**src/rtl/serial_deserializer_pkg.sv**
```systemverilog
// Shared types and constants for the serial deserializer slice.
//   state_t    : frame FSM states (IDLE, SHIFT, PARITY)
//   DEFAULT_WIDTH : default data bits per frame
//   cnt_width  : width of a counter that must hold the value w
// The PARITY state is only reachable when SERIAL_DESERIALIZER_PARITY_EN is defined.
package deser_pkg;

  typedef enum logic [1:0] {
    IDLE   = 2'd0,
    SHIFT  = 2'd1,
    PARITY = 2'd2
  } state_t;

  localparam int unsigned DEFAULT_WIDTH = 8;

  function automatic int unsigned cnt_width(input int unsigned w);
    return $clog2(w + 1);
  endfunction

endpackage

```
**src/rtl/serial_deserializer_if.sv**
```systemverilog
// Parallel-side word handshake of the serial deserializer.
//   parallelOut : completed word (producer -> consumer)
//   outValid    : parallelOut holds an unconsumed word
//   outReady    : consumer accepts the word
// master = deserializer side, slave = consumer side.
interface serial_deserializer_if
  import deser_pkg::*;
#(
  parameter int unsigned WIDTH = DEFAULT_WIDTH
);

  logic [WIDTH-1:0] parallelOut;
  logic             outValid;
  logic             outReady;

  modport master (output parallelOut, output outValid, input outReady);
  modport slave  (input parallelOut, input outValid, output outReady);

endinterface

```
**src/rtl/serial_deserializer_bit_counter.sv**
```systemverilog
// deser_bit_counter: frame bit counter for the serial deserializer.
//   clk, rst : clock, asynchronous active-low reset (count -> 0)
//   en       : increment by one
//   load     : synchronous load to 1 (has priority over en)
//   limit    : terminal-count value
//   tc       : count == limit
module deser_bit_counter
  import deser_pkg::*;
#(
  parameter int unsigned CNT_W = cnt_width(DEFAULT_WIDTH)
) (
  input  logic             clk,
  input  logic             rst,
  input  logic             en,
  input  logic             load,
  input  logic [CNT_W-1:0] limit,
  output logic             tc
);

  logic [CNT_W-1:0] count;

  always_ff @(posedge clk or negedge rst) begin
    if (!rst) begin
      count <= '0;
    end else if (load) begin
      count <= CNT_W'(1);
    end else if (en) begin
      count <= count + 1'b1;
    end
  end

  assign tc = (count == limit);

endmodule

```
**src/rtl/serial_deserializer.sv**
```systemverilog
// serial_deserializer: receive end of the serial bit link.
// Samples serialIn once per enabled clock, assembles WIDTH-bit words
// (LSB-first or MSB-first, chosen per frame) and presents each word on a
// holding register with a valid/ready handshake.
//   clk, rst    : clock, asynchronous active-low reset
//   en          : bit-sample enable (0 freezes all shift state)
//   serialIn    : serial data bit
//   frameStart  : first bit of a frame (honoured in IDLE only)
//   msbFirst    : frame bit order, latched at frame start
//   clrOverrun  : synchronous clear of the sticky overrun flag
//   out_if      : parallelOut / outValid / outReady handshake (master)
//   busy        : frame in progress
//   overrun     : sticky, a completed word was dropped
//   parityErr   : even-parity result of the last delivered word
// Optional macro SERIAL_DESERIALIZER_PARITY_EN adds one even-parity bit per
// frame; without it parityErr is tied to 0.
module serial_deserializer
  import deser_pkg::*;
#(
  parameter int unsigned WIDTH = DEFAULT_WIDTH
) (
  input  logic clk,
  input  logic rst,
  input  logic en,
  input  logic serialIn,
  input  logic frameStart,
  input  logic msbFirst,
  input  logic clrOverrun,
  serial_deserializer_if.master out_if,
  output logic busy,
  output logic overrun,
  output logic parityErr
);

  localparam int unsigned      CNT_W     = cnt_width(WIDTH);
  localparam logic [CNT_W-1:0] LAST_DATA = CNT_W'(WIDTH - 1);

  state_t           state_q, state_d;
  logic [WIDTH-1:0] sreg;
  logic [WIDTH-1:0] shift_next;
  logic [WIDTH-1:0] word;
  logic             msb_q;
  logic             order;
  logic             start;
  logic             shift_en;
  logic             cnt_inc;
  logic             done;
  logic             tc;
  logic             accept;

  deser_bit_counter #(.CNT_W(CNT_W)) u_cnt (
    .clk   (clk),
    .rst   (rst),
    .en    (cnt_inc),
    .load  (start),
    .limit (LAST_DATA),
    .tc    (tc)
  );

  // tc is seen on the edge that samples the last data bit (count = WIDTH-1).
  always_comb begin
    state_d  = state_q;
    start    = 1'b0;
    shift_en = 1'b0;
    cnt_inc  = 1'b0;
    done     = 1'b0;
    unique case (state_q)
      IDLE: begin
        if (en && frameStart) begin
          start    = 1'b1;
          shift_en = 1'b1;
          state_d  = SHIFT;
        end
      end
      SHIFT: begin
        if (en) begin
          shift_en = 1'b1;
          cnt_inc  = 1'b1;
          if (tc) begin
`ifdef SERIAL_DESERIALIZER_PARITY_EN
            state_d = PARITY;
`else
            done    = 1'b1;
            state_d = IDLE;
`endif
          end
        end
      end
      PARITY: begin
        if (en) begin
          done    = 1'b1;
          state_d = IDLE;
        end
      end
      default: state_d = IDLE;
    endcase
  end

  // The first bit uses the live msbFirst; later bits use the latched copy.
  always_comb begin
    order      = start ? msbFirst : msb_q;
    shift_next = order ? {sreg[WIDTH-2:0], serialIn}
                       : {serialIn, sreg[WIDTH-1:1]};
  end

  always_ff @(posedge clk or negedge rst) begin
    if (!rst) begin
      state_q <= IDLE;
      sreg    <= '0;
      msb_q   <= 1'b0;
    end else begin
      state_q <= state_d;
      if (start)    msb_q <= msbFirst;
      if (shift_en) sreg  <= shift_next;
    end
  end

  assign busy   = (state_q != IDLE);
  assign accept = !out_if.outValid || out_if.outReady;

  always_ff @(posedge clk or negedge rst) begin
    if (!rst) begin
      out_if.parallelOut <= '0;
      out_if.outValid    <= 1'b0;
      overrun            <= 1'b0;
    end else begin
      if (done && accept) begin
        out_if.parallelOut <= word;
        out_if.outValid    <= 1'b1;
      end else if (out_if.outValid && out_if.outReady) begin
        out_if.outValid <= 1'b0;
      end
      if (done && !accept) begin
        overrun <= 1'b1;
      end else if (clrOverrun) begin
        overrun <= 1'b0;
      end
    end
  end

`ifdef SERIAL_DESERIALIZER_PARITY_EN
  // In PARITY the data is already complete in sreg; serialIn is the parity bit.
  assign word = sreg;

  always_ff @(posedge clk or negedge rst) begin
    if (!rst) begin
      parityErr <= 1'b0;
    end else if (done && accept) begin
      parityErr <= (^sreg) ^ serialIn;
    end
  end
`else
  assign word      = shift_next;
  assign parityErr = 1'b0;
`endif

endmodule

```
**src/flat_wrapper.sv**
```systemverilog
// flat-port wrapper written by rule: the top's interface ports become plain ports
module serial_deserializer_flat import deser_pkg::*;
#(
  parameter int unsigned WIDTH = DEFAULT_WIDTH
)
  (clk, rst, en, serialIn, frameStart, msbFirst, clrOverrun, busy, overrun, parityErr, out_if_parallelOut, out_if_outValid, out_if_outReady);
  serial_deserializer_if #(.WIDTH(WIDTH)) out_if_i ();
  input  logic clk;
  input  logic rst;
  input  logic en;
  input  logic serialIn;
  input  logic frameStart;
  input  logic msbFirst;
  input  logic clrOverrun;
  output logic busy;
  output logic overrun;
  output logic parityErr;
  output wire logic [$bits(out_if_i.parallelOut)-1:0] out_if_parallelOut;
  output wire logic [$bits(out_if_i.outValid)-1:0] out_if_outValid;
  input wire logic [$bits(out_if_i.outReady)-1:0] out_if_outReady;
  assign out_if_parallelOut = out_if_i.parallelOut;
  assign out_if_outValid = out_if_i.outValid;
  assign out_if_i.outReady = out_if_outReady;
  serial_deserializer #(.WIDTH(WIDTH)) u_core (.clk(clk), .rst(rst), .en(en), .serialIn(serialIn), .frameStart(frameStart), .msbFirst(msbFirst), .clrOverrun(clrOverrun), .out_if(out_if_i), .busy(busy), .overrun(overrun), .parityErr(parityErr));
endmodule
```
**config.mk**
```make
export PLATFORM = sky130hd
export DESIGN_NAME = serial_deserializer_flat
export DESIGN_NICKNAME = d
export VERILOG_FILES = /design/src/rtl/serial_deserializer_pkg.sv /design/src/rtl/serial_deserializer_if.sv /design/src/rtl/serial_deserializer_bit_counter.sv /design/src/rtl/serial_deserializer.sv /design/src/flat_wrapper.sv
export SDC_FILE = /design/constraint.sdc
export NUM_CORES = 1
export LEC_CHECK = 0
export CAP_MARGIN = 20
export CORE_MARGIN = 10
export CORE_UTILIZATION = 30
export DETAILED_ROUTE_END_ITERATION = 16
export MAX_ROUTING_LAYER = met4
export PLACE_DENSITY = 0.58
export SYNTH_ARGS = -nofsm -noshare
export SYNTH_HDL_FRONTEND = slang
export SYNTH_SLANG_ARGS = --single-unit
```
**constraint.sdc**
```tcl
create_clock -name clk -period 1.5 [get_ports clk]
set_clock_uncertainty 0.1 [all_clocks]
set_input_delay 0.3 -clock clk [delete_from_list [all_inputs] [get_ports clk]]
set_output_delay 0.3 -clock clk [all_outputs]
set_load 0.02 [all_outputs]
```
# After elaboration in Yosys (flattened, before gate mapping)

Index checks and enable logic that the tools add are counted.

Register bits: 25
Input bits: 8

Add/sub/neg operators: 1
Eq/ne operators: 7
Multiplexer cells: 21
Reduce and logical (&&, ||, !) cells: 13

Operators with widths:

| operator                                                                 | number |
|---|---|
| 1-bit two-way mux                                                        | 11 |
| 2-bit two-way mux                                                        | 4 |
| 4-bit two-way mux                                                        | 2 |
| 8-bit two-way mux                                                        | 1 |
| 2-bit nonzero test                                                       | 4 |
| 2-bit one-hot mux with 3 select lines                                    | 1 |
| 4-bit by 1-bit adder with 4-bit output (second input constant)           | 1 |
| 4-bit by 3-bit equality test with 1-bit output (second input constant)   | 1 |
| 1-bit logical AND                                                        | 4 |
| 2-bit by 1-bit inequality test with 1-bit output (second input constant) | 2 |
| 2-bit inequality test (second input constant)                            | 2 |
| 1-bit one-hot mux with 2 select lines                                    | 2 |
| 4-bit AND reduction                                                      | 1 |
| 2-bit by 1-bit equality test with 1-bit output (second input constant)   | 1 |
| 2-bit equality test (second input constant)                              | 1 |
| 1-bit zero test                                                          | 2 |
| 2-bit zero test                                                          | 1 |
| 1-bit logical OR                                                         | 1 |

# Depth between registers and ports, before layout

Gate-level depths: netlist of run 1.

Depth after elaboration: 6
Depth in mapped cells: 5
Depth with buffers taken out: 3

# Modules after synthesis

From an unflattened synthesis of run 1, not the netlist that was laid out.

Cell total of the unflattened synthesis: 121
Area total of the unflattened synthesis: 1381.3 µm²

Modules (own cells, without submodules):

| module              | instances | cells an instance | area an instance (µm²) | sequential area each (µm²) |
|---|---|---|---|---|
| serial_deserializer | 1         | 100               | 1144.8                 | 500.5 |
| deser_bit_counter   | 1         | 21                | 236.5                  | 100.1 |

# Least setup slack after synthesis of run 1

No wires, ideal clock.

Path kind: flip-flop to flip-flop
Start point: register u_core.state_q[0]
End point: register u_core.out_if.parallelOut[0]
Library setup time: 0.125 ns
Arrival time: 1.207 ns
Path slack: 0.068 ns
Stages on the path, launching flop included: 4
Period minus slack after synthesis: 1.432 ns
Cell sequence: dfrtp_1 > and4b_4 > nand3_4 > mux2_2

Cells in the longest elaborated chain, start to end: 4
Elaborated cells between the ends (all ways): 8
Those cells by class: eq/ne (2); mux (4); reduce/logical (2)

RTL lines:

| what                     | line                         | source |
|---|---|---|
| start: declaration       | serial_deserializer.sv:38    | `state_t state_q, state_d;` |
| start signal: assignment | serial_deserializer.sv:112   | `state_q <= state_d;` |
| 2-bit zero test          | serial_deserializer.sv:67    | `unique case (state_q)` |
| 1-bit two-way mux        | serial_deserializer.sv:67    |  |
| 1-bit two-way mux        | --                           |  |
| 8-bit two-way mux        | serial_deserializer.sv:102   | `shift_next = order ? {sreg[WIDTH-2:0], serialIn}` |
| end signal: assignment   | serial_deserializer.sv:128   | `out_if.parallelOut <= word;` |
| end: declaration         | serial_deserializer_if.sv:16 | `modport master (output parallelOut, output outValid, input outReady);` |

Parallel ways exist; a longest one is shown, timed or not.
A chain may end at the register's enable or synchronous reset.

# Worst setup path in the final report of run 1

Ends and elaborated chain as after synthesis.

==> impl_metrics.ini, run 1 <==
[final_layout]
drive_gt1_share_pct = 23.3
postLayoutCellArea_um2 = 1700
diodes = 0
final_cells = 202
num-nets-final = 161
area_delta_synth_final_pct = 26.0

[worst_setup_path]
cp_cell_sequence = nand3b_1 > buf_12 > mux2i_1 > mux2_2
start_kind = flop
max_stage_delay_ps = 460
path_max_fanout = 9
required_ps = 1550
worst_ep_arrival_time_ps = 1510
criticalPathCategory = flop to flop
cp-end-kind = flop
crit_slowest_cell = dfrtp_2

[power_and_ir_drop]
p_comb_share_pct = 45.8
peakVddDrop_mv = 0.592
powerDensity_nw_per_um2 = 1680
p_clk_share_pct = 13.3
power_mw = 2.86
net-switching-power_mw = 1.10
p_leak_nw = 0.876
p_int_mw = 1.76
swShare_pct = 38.5
p_seq_share_pct = 40.8

[sta]
whs_ps = 299
drv_slew = 0
fin_tns_setup_ps = 0
finalHoldViolCount = 0
max_freq_mhz = 685
fin_crit_sh_pct = 97.3
setup_viol = 0
rsz0062_at_grt = no
fin_crit_ps = 1460

[route]
wl_per_cell_um = 16.0
drt_iter0_drc = 59
first_pass_iters = 4
vias = 1059
via_per_inst = 5.24
post-route-drc-count = 0
routed_wl_um = 3230
antenna_left = 0

[die]
initial_core_util_pct = 31.0
die_w_um = 87.1
die_area_um2 = 7590
core-area_um2 = 4350
io_pins = 20
die-height_um = 87.1
num_rows = 24

[min_path]
worstHoldPathType = primary input to asynchronous set/reset pin

[global_routing]
grt_pass1_vias = 1107
grt_pass1_wl_um = 5520
grt_antenna_before_repair = 0
grt_start_max_net_pins = 25
track_usage_pct = 9.08
grt-ovfl-total = 0

[placed_design]
dpl_cell_area_um2 = 1630
dp_hpwl_um = 2220
finalWeightedCongestion = 0.763
place_inst = 195
io_buffers = 18

[outcome]
status = finished clean

[clocking]
tritoncts = done
clock_path_buffers = 2
clock_latency_ps = 260
clock_sinks = 24
holdBufCountCts = 0
cts_root_buf = clkbuf_8
htree_levels = 1
cts_buffers = 3
clkTransAtPathRegs_ps = 80

[synthesis]
ys_seq_elements = 24
synthDistinctLibCells = 22
yosysSeqAreaShare_pct = 44.4
netlist_area_um2 = 1350
yosysWarningCount = 0
syn-num-nets = 133
syn_avg_cell_area_um2 = 10.9
synthesis.instances = 124

[run]
cap_violations = 0
## metrics by stage
| stage | util [%] | worst slack (ps) |
|---|---|---|
| finish | 39.1 | 40.0 |
| global route | 39.1 | 1.70 |
| CTS | 38.7 | -2.61 |
| detailed placement | 37.4 | -317 |
| global placement | 37.4 | -293 |
| floorplan | - | 67.8 |
## final cells by class
type	count	area, um^2
clock buffer	3	41.3
multi-input combinational	82	676
inverter	10	37.5
sequential	24	603
timing repair buffer	31	280
fill	439	2650
tap	52	65.1
## cells in the mapped netlist
master,number,area (um^2)
buf_4,3,22.5
dfrtp_1,24,601
a32o_1,1,10.0
o21ai_0,4,20.0
buf_2,4,20.0
nand3b_1,1,7.51
clkbuf_1,1,3.75
inv_1,10,37.5
mux2_2,12,135
and4b_4,1,13.8
conb_1,1,3.75
nor2b_1,2,12.5
a22oi_1,1,7.51
o22ai_1,17,106
ha_1,1,12.5
nand3_4,1,17.5
a21o_1,5,37.5
nand2_1,7,26.3
a21oi_1,3,15.0
nand2b_1,1,6.26
nand3_1,1,5.00
mux2i_1,23,230
## layer usage
metal	global-route usage (%)	share of wire [%]
met3	2.15	4.9
met2	13.5	45
met4	3.19	1.8
met1	11.8	48
met5	-	0
## power groups by stage
stage               Combinational, mW  Clock [mW]  Sequential, mW
detailed placement               1.34           0            1.17
floorplan                       0.858           0            1.19
global route                     1.46       0.423            1.21
finish                           1.31       0.381            1.17
global placement                 1.31           0            1.16
CTS                              1.29       0.395            1.16
## cells by family (layout without fill, tap and decap cells)
logic type | Yosys count | in the layout | share of synthesized area, %
muxes | 35 | 35 | 27.0
AOI/OAI and AO/OA | 31 | 31 | 14.5
DFF | 24 | 24 | 44.4
buffers and inverters | 18 | 44 | 6.20
and+or+nand+nor | 14 | 14 | 6.57
adders and majority gates | 1 | 1 | 0.926
other | 1 | 1 | 0.278
## state kept, by name, indices dropped and copies added (netlist names)
register,flops
u_core.sreg,8
u_core.out_if.parallelOut,8
u_core.msb_q,1
u_core.out_if.outValid,1
u_core.overrun,1
u_core.state_q,1
u_core.u_cnt.count,4
## critical path, delay by kind of cell, from the launching register on
family                 cells  cell delay (ps)
flip-flops                 1              460
buffers and inverters      1              170
AND/OR/NAND/NOR            1              210
multiplexers               2              390
## layout by cell type, fill, tap and decap left out, types with 2 or more instances in the layout
| cell type | netlist | routed |
|---|---|---|
| mux2i_1 | 23 | 22 |
| dfrtp_1 | 24 | 22 |
| o22ai_1 | 17 | 17 |
| mux2_2 | 12 | 12 |
| dlygate4sd2_1 | 0 | 11 |
| inv_1 | 10 | 10 |
| buf_4 | 3 | 10 |
| a21o_1 | 5 | 5 |
| nand2_1 | 7 | 5 |
| clkdlybuf4s50_1 | 0 | 5 |
| o21ai_0 | 4 | 3 |
| a21oi_1 | 3 | 3 |
| clkbuf_8 | 0 | 3 |
| nand2_2 | 0 | 2 |
| nor2b_1 | 2 | 2 |
| dfrtp_2 | 0 | 2 |
## final timing paths
check                                              from  depth (start not counted)                           end  slack (ps)
setup / recovery                      u_core.state_q[0]                          4  u_core.out_if.parallelOut[0]          40
setup reg to reg                      u_core.state_q[0]                          4  u_core.out_if.parallelOut[0]          40
min in group clk           u_core.out_if.parallelOut[3]                          1  u_core.out_if.parallelOut[3]         410
hold / removal                                      rst                          2  u_core.out_if.parallelOut[4]         300
max in group asynchronous                           rst                          2             u_core.state_q[0]         740
hold reg to reg            u_core.out_if.parallelOut[3]                          1  u_core.out_if.parallelOut[3]         410
## timing repair
item                                    CTS  global route
resized for setup                        18             3
endpoints found under the setup margin   21            13
buffers inserted                          1             2
cloned                                    1             0
Power figures use the tool's default switching activity.
==> run 2, diff against run 1 <==
--- a/config.mk
+++ b/config.mk
@@ -7,10 +7,11 @@
 export LEC_CHECK = 0
 export CAP_MARGIN = 20
 export CORE_MARGIN = 10
-export CORE_UTILIZATION = 30
+export CORE_UTILIZATION = 53
+export CTS_CLUSTER_SIZE = 20
 export DETAILED_ROUTE_END_ITERATION = 16
 export MAX_ROUTING_LAYER = met4
-export PLACE_DENSITY = 0.58
+export PLACE_DENSITY = 0.87
 export SYNTH_ARGS = -nofsm -noshare
 export SYNTH_HDL_FRONTEND = slang
 export SYNTH_SLANG_ARGS = --single-unit
==> run 2 against run 1 <==
Global-route usage rose by 4.2 points; clock power fell by 7.6%; sequential power barely moved; die area fell by 35%; flip-flop and latch count did not move; power rose by 2.2%; critical path type is now flop to primary output; critical endpoint is now out_if_outValid; largest power group unchanged; highest routed layer unchanged.
==> impl_metrics.ini, run 2 (synthesized netlist as in run 1, its figures left out) <==
[placed_design]
finalWeightedCongestion = 0.808
dpl_cell_area_um2 = 1650
io_buffers = 18
dp_hpwl_um = 2290
pre_cts_ws_ps = -291

[route]
post-route-drc-count = 0
via_per_inst = 5.75
first_pass_iters = 4
vias = 1076
routed_wl_um = 3140
drt_iter0_drc = 37
wl_per_cell_um = 16.8
antenna_left = 0

[global_routing]
grt-ovfl-total = 0
track_usage_pct = 13.3
grt_antenna_before_repair = 0
grt_pass1_vias = 1216
grt_pass1_wl_um = 5480
grt_start_max_net_pins = 25

[worst_setup_path]
worstRegToRegCells = 4
worst_ep_arrival_time_ps = 1040
required_ps = 1100
rr_endpoint = u_core.out_if.parallelOut[0]
rrSetupSlack_ps = 60
worstSetupEndpoint = out_if_outValid
path_max_fanout = 2
cp_cell_sequence = dlygate4sd2_1
crit_cells = 1
criticalPathCategory = flop to primary output
cp_top_family = flip-flops
critPathBufInv = 1
cp-end-kind = primary output
start_kind = flop
crit_slowest_cell = dfrtp_1
max_stage_delay_ps = 400
crit_start = u_core.out_if.outValid
r2r-start = u_core.state_q[0]

[outcome]
status = finished clean

[sta]
fin_crit_sh_pct = 96.3
fin_crit_ps = 1440
setup_viol = 0
finalHoldViolCount = 0
drv_slew = 0
max_freq_mhz = 692
whs_ps = 218
fin_ws_ps = 55.5

[power_and_ir_drop]
p_leak_nw = 0.891
powerDensity_nw_per_um2 = 1680
peakVddDrop_mv = 1.05

[min_path]
worstHoldPathType = primary input to asynchronous set/reset pin

[final_layout]
num-nets-final = 167
final_common_cell = dfrtp_1
area_delta_synth_final_pct = 28.1
final_cell_mix = dfrtp_1, mux2i_1, o22ai_1, buf_4, mux2_2
final_core_util_pct = 70.5
postLayoutCellArea_um2 = 1730
largestRegisters = u_core.out_if.parallelOut (8), u_core.sreg (8), u_core.u_cnt.count (4)
drive_gt1_share_pct = 28.0
nFillCells = 191
diodes = 0

[clocking]
clkTransAtPathRegs_ps = 140
holdBufCountCts = 0
cts_buffers = 3
tritoncts = done
clock_path_buffers = 2
clock_latency_ps = 320
clock_sinks = 24
htree_levels = 1
cts_root_buf = clkbuf_4

[die]
die_w_um = 70.5
core-area_um2 = 2450
die-height_um = 70.5
die_area_um2 = 4970
num_rows = 18
initial_core_util_pct = 55.0
io_pins = 20

[run]
cap_violations = 0
[run 2: changes by cell type in the layout (fill, tap and decap cells not counted), sizes merged]
cell,change
dlygate4sd2,-2
buf,+6
clkbuf,+2
clkdlybuf4s50,+1
[run 2: per-layer routing]
metal  share of wire [%]  GRT usage (%)
met1                  46           14.9
met4                0.32           5.26
met5                   0              -
met3                 5.9           3.11
met2                  48           22.1
[run 2: stage by stage]
stage / power (mW) / setup TNS (ps) / instances
CTS: 2.82 / 0 / 185
finish: 2.92 / 0 / 187
global route: 3.14 / -4.24 / 187
global placement: 2.46 / -4420 / 181
detailed placement: 2.54 / -5300 / 181
floorplan: 2.05 / 0 / 124
[run 2: layout make-up]
class                           instances  area, um^2  area share (%)
Tap cell                               30        37.5            2.17
Multi-Input combinational cell         82         702            40.5
Sequential cell                        24         602            34.8
Timing Repair Buffer                   37         317            18.3
Inverter                               10        37.5            2.17
Clock buffer                            4        36.3            2.10
[run 2: worst min path at each step]
| stage | startpoint | to | cells past startpoint | slack (ps) |
|---|---|---|---|---|
| after floorplan | rst | u_core.msb_q | 0 | -100 |
| after global placement | u_core.out_if.parallelOut[7] | u_core.out_if.parallelOut[7] | 1 | 390 |
| after detailed placement | u_core.out_if.parallelOut[3] | u_core.out_if.parallelOut[3] | 1 | 400 |
| after CTS | rst | u_core.out_if.parallelOut[6] | 2 | 220 |
| after global routing | rst | u_core.out_if.parallelOut[6] | 2 | 240 |
| final | rst | u_core.msb_q | 2 | 220 |
[run 2: worst register-to-register path: cells and delay by family, from the launching register on]
family | cells | cell delay [ps]
and+or+nand+nor | 1 | 220
muxes | 2 | 400
buffers and inverters | 1 | 160
DFF | 1 | 450
[run 2: repair_timing]
action / in CTS / in global routing
endpoints found under the setup margin: 12 / 17
setup buffers: 0 / 2
resized for setup: 13 / 13
[run 2: where the power goes]
part | internal [mW] | switching (mW) | total, mW
Clock | 0.148 | 0.204 | 0.352
Combinational | 0.732 | 0.646 | 1.38
Sequential | 0.896 | 0.292 | 1.19
